<file path="src/rtl/vx_rop_csr_bank_pkg.sv">
`default_nettype none
// ============================================================================
//  Package     : rop_types
//  Description : Shared types for the ROP CSR bank. Holds the ROP CSR set
//                structure, the CSR field index map, the commit FSM state
//                encoding and the field-update helper used by every context.
//  Revision    : 1.0 - initial release
// ============================================================================
package rop_types;

    // Field widths. Address/pitch fields are carried at full 32 bits in the
    // structure; narrower ADDR_WIDTH configurations zero the unused MSBs.
    localparam int ROP_ADDR_BITS       = 32;
    localparam int ROP_DEPTH_FUNC_BITS = 3;
    localparam int ROP_STENCIL_OP_BITS = 3;
    localparam int ROP_BLEND_FUNC_BITS = 4;
    localparam int ROP_BLEND_MODE_BITS = 3;
    localparam int ROP_LOGIC_OP_BITS   = 4;
    localparam int ROP_CSR_ADDR_BITS   = 5;

    // CSR field index map
    localparam logic [4:0] ROP_CSR_ZBUF_ADDR          = 5'd0;
    localparam logic [4:0] ROP_CSR_ZBUF_PITCH         = 5'd1;
    localparam logic [4:0] ROP_CSR_CBUF_ADDR          = 5'd2;
    localparam logic [4:0] ROP_CSR_CBUF_PITCH         = 5'd3;
    localparam logic [4:0] ROP_CSR_ZFUNC              = 5'd4;
    localparam logic [4:0] ROP_CSR_SFUNC              = 5'd5;
    localparam logic [4:0] ROP_CSR_ZFAIL              = 5'd6;
    localparam logic [4:0] ROP_CSR_ZPASS              = 5'd7;
    localparam logic [4:0] ROP_CSR_SFAIL              = 5'd8;
    localparam logic [4:0] ROP_CSR_BLEND_FUNC_SRC_RGB = 5'd9;
    localparam logic [4:0] ROP_CSR_BLEND_FUNC_DST_RGB = 5'd10;
    localparam logic [4:0] ROP_CSR_BLEND_FUNC_SRC_A   = 5'd11;
    localparam logic [4:0] ROP_CSR_BLEND_FUNC_DST_A   = 5'd12;
    localparam logic [4:0] ROP_CSR_BLEND_MODE_RGB     = 5'd13;
    localparam logic [4:0] ROP_CSR_BLEND_MODE_A       = 5'd14;
    localparam logic [4:0] ROP_CSR_BLEND_CONST        = 5'd15;
    localparam logic [4:0] ROP_CSR_LOGIC_OP           = 5'd16;

    typedef struct packed {
        logic [ROP_ADDR_BITS-1:0]       zbuf_addr;
        logic [ROP_ADDR_BITS-1:0]       zbuf_pitch;
        logic [ROP_ADDR_BITS-1:0]       cbuf_addr;
        logic [ROP_ADDR_BITS-1:0]       cbuf_pitch;
        logic [ROP_DEPTH_FUNC_BITS-1:0] zfunc;
        logic [ROP_DEPTH_FUNC_BITS-1:0] sfunc;
        logic [ROP_STENCIL_OP_BITS-1:0] zfail;
        logic [ROP_STENCIL_OP_BITS-1:0] zpass;
        logic [ROP_STENCIL_OP_BITS-1:0] sfail;
        logic [ROP_BLEND_FUNC_BITS-1:0] blend_func_src_rgb;
        logic [ROP_BLEND_FUNC_BITS-1:0] blend_func_dst_rgb;
        logic [ROP_BLEND_FUNC_BITS-1:0] blend_func_src_a;
        logic [ROP_BLEND_FUNC_BITS-1:0] blend_func_dst_a;
        logic [ROP_BLEND_MODE_BITS-1:0] blend_mode_rgb;
        logic [ROP_BLEND_MODE_BITS-1:0] blend_mode_a;
        logic [31:0]                    blend_const;
        logic [ROP_LOGIC_OP_BITS-1:0]   logic_op;
    } rop_csrs_t;

    typedef enum logic [1:0] {
        IDLE  = 2'd0,
        DRAIN = 2'd1,
        COPY  = 2'd2
    } commit_state_t;

    // Returns cur with one field replaced. Narrow fields keep the low-order
    // data bits; indices outside the map leave the set untouched.
    function automatic rop_csrs_t rop_csr_write(
        input rop_csrs_t   cur,
        input logic [4:0]  addr,
        input logic [31:0] data,
        input logic [31:0] addr_mask
    );
        rop_csrs_t nxt;
        nxt = cur;
        case (addr)
            ROP_CSR_ZBUF_ADDR:          nxt.zbuf_addr          = data & addr_mask;
            ROP_CSR_ZBUF_PITCH:         nxt.zbuf_pitch         = data & addr_mask;
            ROP_CSR_CBUF_ADDR:          nxt.cbuf_addr          = data & addr_mask;
            ROP_CSR_CBUF_PITCH:         nxt.cbuf_pitch         = data & addr_mask;
            ROP_CSR_ZFUNC:              nxt.zfunc              = data[ROP_DEPTH_FUNC_BITS-1:0];
            ROP_CSR_SFUNC:              nxt.sfunc              = data[ROP_DEPTH_FUNC_BITS-1:0];
            ROP_CSR_ZFAIL:              nxt.zfail              = data[ROP_STENCIL_OP_BITS-1:0];
            ROP_CSR_ZPASS:              nxt.zpass              = data[ROP_STENCIL_OP_BITS-1:0];
            ROP_CSR_SFAIL:              nxt.sfail              = data[ROP_STENCIL_OP_BITS-1:0];
            ROP_CSR_BLEND_FUNC_SRC_RGB: nxt.blend_func_src_rgb = data[ROP_BLEND_FUNC_BITS-1:0];
            ROP_CSR_BLEND_FUNC_DST_RGB: nxt.blend_func_dst_rgb = data[ROP_BLEND_FUNC_BITS-1:0];
            ROP_CSR_BLEND_FUNC_SRC_A:   nxt.blend_func_src_a   = data[ROP_BLEND_FUNC_BITS-1:0];
            ROP_CSR_BLEND_FUNC_DST_A:   nxt.blend_func_dst_a   = data[ROP_BLEND_FUNC_BITS-1:0];
            ROP_CSR_BLEND_MODE_RGB:     nxt.blend_mode_rgb     = data[ROP_BLEND_MODE_BITS-1:0];
            ROP_CSR_BLEND_MODE_A:       nxt.blend_mode_a       = data[ROP_BLEND_MODE_BITS-1:0];
            ROP_CSR_BLEND_CONST:        nxt.blend_const        = data;
            ROP_CSR_LOGIC_OP:           nxt.logic_op           = data[ROP_LOGIC_OP_BITS-1:0];
            default:                    nxt = cur;
        endcase
        return nxt;
    endfunction

endpackage : rop_types
`default_nettype wire

</file>
<file path="src/rtl/vx_rop_csr_bank_ctx.sv">
`default_nettype none
// ============================================================================
//  Module      : vx_rop_csr_ctx
//  Description : One ROP state context: shadow CSR set (software-written),
//                active CSR set (seen by fragments) and the count of
//                fragments currently in flight against the active set.
//  Revision    : 1.0 - initial release
//
//  Ports
//    clk, reset_n   clock, synchronous active-low reset
//    i_wr_en        write one shadow field (i_wr_addr / i_wr_data)
//    i_commit       copy shadow -> active at this edge
//    i_issue        one fragment issued against this context
//    i_retire       one fragment retired from this context
//    o_active       active CSR set
//    o_inflight     in-flight fragment count
// ============================================================================
module vx_rop_csr_ctx
    import rop_types::*;
#(
    parameter int ADDR_WIDTH    = 32,
    parameter int INFLIGHT_BITS = 6
) (
    input  logic                     clk,
    input  logic                     reset_n,
    input  logic                     i_wr_en,
    input  logic [4:0]               i_wr_addr,
    input  logic [31:0]              i_wr_data,
    input  logic                     i_commit,
    input  logic                     i_issue,
    input  logic                     i_retire,
    output rop_csrs_t                o_active,
    output logic [INFLIGHT_BITS-1:0] o_inflight
);

    // Keeps only the ADDR_WIDTH low bits of address and pitch fields.
    localparam logic [31:0] c_ADDR_MASK = (ADDR_WIDTH >= 32) ? 32'hFFFF_FFFF
                                        : 32'((64'd1 << ADDR_WIDTH) - 64'd1);
    localparam logic [INFLIGHT_BITS-1:0] c_ONE = INFLIGHT_BITS'(1);

    rop_csrs_t                r_shadow;
    rop_csrs_t                r_active;
    logic [INFLIGHT_BITS-1:0] r_inflight;

    always_ff @(posedge clk) begin
        if (!reset_n) begin
            r_shadow   <= '0;
            r_active   <= '0;
            r_inflight <= '0;
        end else begin
            if (i_wr_en) begin
                r_shadow <= rop_csr_write(r_shadow, i_wr_addr, i_wr_data, c_ADDR_MASK);
            end
            if (i_commit) begin
                r_active <= r_shadow;
            end
            // Issue+retire together cancel. Issue is never presented on a
            // full counter (upstream ready gating); retire saturates at 0.
            if (i_issue && !i_retire) begin
                r_inflight <= r_inflight + c_ONE;
            end else if (i_retire && !i_issue && (r_inflight != '0)) begin
                r_inflight <= r_inflight - c_ONE;
            end
        end
    end

    assign o_active   = r_active;
    assign o_inflight = r_inflight;

endmodule : vx_rop_csr_ctx
`default_nettype wire

</file>
<file path="src/rtl/vx_rop_csr_bank.sv">
`default_nettype none
// ============================================================================
//  Module      : vx_rop_csr_bank
//  Description : Multi-context ROP CSR bank. Software writes shadow CSRs per
//                context; a commit waits for that context's in-flight
//                fragments to drain, then copies shadow to active. Each
//                issued fragment gets a registered copy of its context's
//                active state one cycle later.
//  Revision    : 1.0 - initial release
//
//  Ports
//    clk, reset_n                     clock, synchronous active-low reset
//    csr_wr_valid/ready/ctx/addr/data CSR shadow write
//    commit_valid/ready/ctx, commit_done  commit request, completion pulse
//    issue_valid/ready/ctx            fragment issue
//    retire_valid/ctx                 fragment retire (no backpressure)
//    out_valid/out_csrs               active state for the issued fragment
// ============================================================================
module vx_rop_csr_bank
    import rop_types::*;
#(
    parameter int NUM_CTX       = 4,
    parameter int ADDR_WIDTH    = 32,
    parameter int INFLIGHT_BITS = 6,
    localparam int CTX_W        = $clog2(NUM_CTX)
) (
    input  logic             clk,
    input  logic             reset_n,

    input  logic             csr_wr_valid,
    output logic             csr_wr_ready,
    input  logic [CTX_W-1:0] csr_wr_ctx,
    input  logic [4:0]       csr_wr_addr,
    input  logic [31:0]      csr_wr_data,

    input  logic             commit_valid,
    output logic             commit_ready,
    input  logic [CTX_W-1:0] commit_ctx,
    output logic             commit_done,

    input  logic             issue_valid,
    output logic             issue_ready,
    input  logic [CTX_W-1:0] issue_ctx,

    input  logic             retire_valid,
    input  logic [CTX_W-1:0] retire_ctx,

    output logic             out_valid,
    output rop_csrs_t        out_csrs
);

    commit_state_t            r_state;
    commit_state_t            w_state_nxt;
    logic [CTX_W-1:0]         r_cctx;
    logic [CTX_W-1:0]         w_cctx_nxt;

    rop_csrs_t                w_active   [NUM_CTX];
    logic [INFLIGHT_BITS-1:0] w_inflight [NUM_CTX];

    logic                     w_wr_fire;
    logic                     w_issue_fire;
    logic                     w_copy;

    logic                     r_out_valid;
    rop_csrs_t                r_out_csrs;

    // ------------------------------------------------------------------
    // Commit FSM
    // ------------------------------------------------------------------
    always_ff @(posedge clk) begin
        if (!reset_n) begin
            r_state <= IDLE;
            r_cctx  <= '0;
        end else begin
            r_state <= w_state_nxt;
            r_cctx  <= w_cctx_nxt;
        end
    end

    always_comb begin
        w_state_nxt  = r_state;
        w_cctx_nxt   = r_cctx;
        commit_ready = 1'b0;
        commit_done  = 1'b0;
        csr_wr_ready = 1'b1;
        w_copy       = 1'b0;
        case (r_state)
            IDLE: begin
                commit_ready = 1'b1;
                if (commit_valid) begin
                    w_state_nxt = DRAIN;
                    w_cctx_nxt  = commit_ctx;
                end
            end
            DRAIN: begin
                // The committing context accepts no new issues, so its count
                // only falls; once zero it stays zero until COPY completes.
                if (w_inflight[r_cctx] == '0) begin
                    w_state_nxt = COPY;
                end
            end
            COPY: begin
                // Writes are held off so the shadow copied is exactly the one
                // present when the copy fires.
                csr_wr_ready = 1'b0;
                commit_done  = 1'b1;
                w_copy       = 1'b1;
                w_state_nxt  = IDLE;
            end
            default: begin
                w_state_nxt = IDLE;
            end
        endcase
    end

    // ------------------------------------------------------------------
    // Handshakes
    // ------------------------------------------------------------------
    assign issue_ready  = !(&w_inflight[issue_ctx])
                       && !((r_state != IDLE) && (issue_ctx == r_cctx));
    assign w_wr_fire    = csr_wr_valid && csr_wr_ready;
    assign w_issue_fire = issue_valid && issue_ready;

    // ------------------------------------------------------------------
    // Per-context state
    // ------------------------------------------------------------------
    for (genvar g = 0; g < NUM_CTX; g++) begin : g_ctx
        vx_rop_csr_ctx #(
            .ADDR_WIDTH    (ADDR_WIDTH),
            .INFLIGHT_BITS (INFLIGHT_BITS)
        ) u_ctx (
            .clk        (clk),
            .reset_n    (reset_n),
            .i_wr_en    (w_wr_fire && (csr_wr_ctx == CTX_W'(g))),
            .i_wr_addr  (csr_wr_addr),
            .i_wr_data  (csr_wr_data),
            .i_commit   (w_copy && (r_cctx == CTX_W'(g))),
            .i_issue    (w_issue_fire && (issue_ctx == CTX_W'(g))),
            .i_retire   (retire_valid && (retire_ctx == CTX_W'(g))),
            .o_active   (w_active[g]),
            .o_inflight (w_inflight[g])
        );
    end

    // ------------------------------------------------------------------
    // Fragment state output
    // ------------------------------------------------------------------
    always_ff @(posedge clk) begin
        if (!reset_n) begin
            r_out_valid <= 1'b0;
            r_out_csrs  <= '0;
        end else begin
            r_out_valid <= w_issue_fire;
            if (w_issue_fire) begin
                r_out_csrs <= w_active[issue_ctx];
            end
        end
    end

    assign out_valid = r_out_valid;
    assign out_csrs  = r_out_csrs;

endmodule : vx_rop_csr_bank
`default_nettype wire

</file>
<file path="config.mk">
export PLATFORM = sky130hd
export DESIGN_NAME = vx_rop_csr_bank
export DESIGN_NICKNAME = d
export VERILOG_FILES = /design/src/rtl/vx_rop_csr_bank_pkg.sv /design/src/rtl/vx_rop_csr_bank_ctx.sv /design/src/rtl/vx_rop_csr_bank.sv
export SDC_FILE = /design/constraint.sdc
export NUM_CORES = 2
export LEC_CHECK = 0
export CORE_AREA = 8 8 444 446
export DETAILED_ROUTE_END_ITERATION = 7
export DIE_AREA = 0 0 452 454
export GPL_TIMING_DRIVEN = 0
export PLACE_DENSITY = 0.65
export SETUP_SLACK_MARGIN = 0.2
export SLEW_MARGIN = 20
export SYNTH_ARGS = -nofsm -noshare
export SYNTH_HDL_FRONTEND = slang
export SYNTH_HIERARCHICAL = 1
export SYNTH_SLANG_ARGS = --single-unit
</file>
<file path="constraint.sdc">
create_clock -name clk -period 4.6 [get_ports clk]
set_clock_uncertainty 0.2 [all_clocks]
set_input_delay 0.92 -clock clk [delete_from_list [all_inputs] [get_ports clk]]
set_output_delay 0.92 -clock clk [all_outputs]
set_load 0.005 [all_outputs]
</file>
==> impl_metrics.py <==
metrics = {
    "power_and_ir_drop": {
        "irDropWorstVdd_mv": 0.4102,
        "p_leak_nw": 29.06,
        "pwr_density_cell_mw_per_mm2": 382.9,
        "total_power_mw": 33.64,
    },
    "synth": {
        "synth.yosys.seq_area_share": 0.4880,
        "synthAdderAreaFrac": 0.004049,
        "syn_nets": 7564,
        "synth_ff_type": "dfxtp_1",
        "yosys.area_share.xor_xnor": 0.002091,
        "synth_edf_count": 0,
        "yosys_warnings": 6,
        "async_flop_share": 0,
        "synthSimpleGateAreaFrac": 0.1864,
        "synth-compound-area-share": 0.07247,
        "ys_seq_elements": 1838,
        "syn_area_per_cell_um2": 10.06,
        "postSynthCellCount": 7491,
        "syn_area_mm2": 0.07540,
        "synth_mux_area_frac": 0.2106,
        "synth_top_family_by_area": "multiplexers",
        "synth_cell_types": 54,
    },
    "timing": {
        "setup-violations-final": 0,
        "report.final.slew_viol_count": 0,
        "finalCriticalPeriod_ns": 4.458,
        "worst-slew-pin-transition_ns": 1.301,
        "setup_slack_ns": 0.1421,
        "max-slew-margin-rel": 0.1328,
        "tns_ns": 0,
        "max_freq_mhz": 224.3,
        "grt_setup_unrepaired": "false",
        "finalHoldViolCount": 0,
        "fin_crit_sh": 0.9691,
    },
    "critical_path": {
        "reg2regPathDepth": 9,
        "worst_setup_path_start_kind": "flop",
        "cp_data_arrival_time_ns": 4.98,
        "critPathKind": "reg2reg",
        "cp_max_fo": 10,
        "endpoint_kind": "flop",
        "cp.required_ns": 5.13,
    },
    "cells_and_area": {
        "layoutNonFillerInstCount": 10630,
        "design_area_mm2": 0.08787,
        "layout_common_cells": "dfxtp_1, nand2_1, mux2i_1",
        "layout-drive-gt1-share": 0.1065,
        "syn_to_final_growth_pct": 16.55,
        "final_common_cell": "dfxtp_1",
        "fin_nets": 8039,
    },
    "clock_network": {
        "cts_hold_buf": 0,
        "cts_buffer_depth": 3,
        "tritoncts": "yes",
        "cts_inserted_buffers": 193,
        "clk_latency_ns": 0.83,
        "cts_sinks": 1838,
        "cts-root-buf": "clkbuf_16",
        "htreeDepth": 4,
        "clk_pin_slew_ns": 0.06,
    },
    "global_routing": {
        "grt_max_degree": 29,
        "grt_pass1_wl_mm": 368.1,
        "grt_overflow": 0,
        "antenna_found_initial": 32,
        "gr-usage-all-layers": 0.2403,
        "grt_pass1_vias": 54660,
    },
    "route": {
        "avgRoutedWirePerCell_um": 24.12,
        "firstDrtPassIters": 8,
        "post-route-drc-count": 0,
        "first_iter_violations": 4624,
        "postRouteAntennaNets": 0,
        "finalWirelength_mm": 256.4,
        "routed_via_density": 5.238,
        "dr_total_vias": 55690,
    },
    "place": {
        "post-place-ws_ns": -1.190,
        "hpwl_mm": 187.1,
        "gp_congestion": 0.9134,
        "dp.cells": 10280,
        "place_area_mm2": 0.08158,
        "io_buffer_count": 249,
    },
    "run": {
        "maxCapViolCount": 0,
    },
    "floorplan": {
        "core_area_mm2": 0.1896,
        "dieHeight_um": 454,
        "placementRows": 160,
        "dieArea_mm2": 0.2052,
        "die-width_um": 452,
        "initial_core_util": 0.3977,
        "io_pins": 257,
    },
    "worst_hold_path": {
        "hold_path_depth": 3,
        "holdCritPathClass": "in2reg",
    },
    "status": {
        "status": "finished, final reports clean",
    },
}
where the power goes:
group / internal, mW / total (mW) / switching (mW)
clock: 8.99 / 15.5 / 6.50
sequential: 16.0 / 16.0 / 0.0587
combinational: 0.766 / 2.12 / 1.36
critical path, stage by stage, from the launching register on:
cell and delay (ns):
dfxtp_1 0.40, nand2b_1 0.54, and2_1 0.33, nor3b_1 0.33
nor2b_2 0.39, nand3_1 0.38, nor3_2 1.06, buf_2 0.41
nand2_1 0.08, a21boi_0 0.22
flip-flops by register name, indices dropped and copies added, names as in the netlist:
signal,flops
out_valid,1
r_state,2
g_ctx.u_ctx/r_shadow,804
g_ctx.u_ctx/o_active,804
g_ctx.u_ctx/o_inflight,24
out_csrs,201
r_cctx,2
logic make-up (layout without fill, tap and decap cells):
group / Yosys count / in the layout
AO/OA/AOI/OAI: 732 / 732
XOR/XNOR: 18 / 18
adder cells (fa/ha/maj): 22 / 22
buffers and inverters: 577 / 1193
flip-flops: 1838 / 1838
multiplexers: 1334 / 1334
other: 0 / 13
AND/OR/NAND/NOR: 2970 / 2970
synth_stat cells (10+ instances only):
master,n,area [um2]
a21boi_0,452,3393
a21boi_1,242,1817
a21oi_1,16,80.08
buf_2,177,885.9
buf_4,31,232.7
buf_6,10,112.6
buf_8,14,210.2
clkbuf_1,333,1250
dfxtp_1,1838,36800
ha_1,18,225.2
inv_1,10,37.54
mux2i_1,1132,11330
mux4_2,202,4549
nand2_1,1806,6779
nand3_1,61,305.3
nand3b_1,12,90.09
nand4_1,14,87.58
nor2_1,43,161.4
nor2b_1,940,5881
xnor2_1,12,105.1
path summary, 6_finish.rpt:
kind,from,to,slack [ns]
worst max-delay path,r_state[0]$_SDFFE_PN0P_,g_ctx[0].u_ctx/r_shadow[87]$_SDFFE_PN0P_,0.14
worst min register to register,g_ctx[1].u_ctx/r_shadow[152]$_SDFFE_PN0P_,g_ctx[1].u_ctx/r_shadow[152]$_SDFFE_PN0P_,0.25
worst min-delay path,csr_wr_data[3],g_ctx[0].u_ctx/r_shadow[76]$_SDFFE_PN0P_,0.22
worst max register to register,r_state[0]$_SDFFE_PN0P_,g_ctx[0].u_ctx/r_shadow[87]$_SDFFE_PN0P_,0.14
through the flow:
stage,hold WS [ns],util
3_5_place_dp,0.2450,0.4303
4_1_cts,0.1459,0.4634
6_report,0.2226,0.4635
3_3_place_gp,0.2397,0.4274
2_1_floorplan,0.2340,-
5_1_grt,0.1863,0.4634
timing repair:
action / CTS / global route
pin swaps: 1 / 0
resized for setup: 4 / 3
setup buffers: 1 / 0
setup endpoints to repair: 14 / 3
final cells by class:
cell class	count	area, um2
flip-flops and latches	1838	36800
diodes	13	32.53
clock inverters	50	573.1
multi-input cells	5076	35880
well taps	2511	3142
plain buffers	566	2743
fillers	17610	101700
repair buffers	280	2988
clock buffers	286	5674
inverters	11	41.29
routing by layer:
metal | vias to the layer above | routed length (um) | GRT usage
met5 | - | 67 | 0
met1 | 27350 | 106500 | 0.3013
li1 | 26000 | - | -
met2 | 1841 | 119600 | 0.3990
met3 | 487 | 16340 | 0.04131
met4 | 12 | 13890 | 0.1219
(Power assumes the default switching activity.)
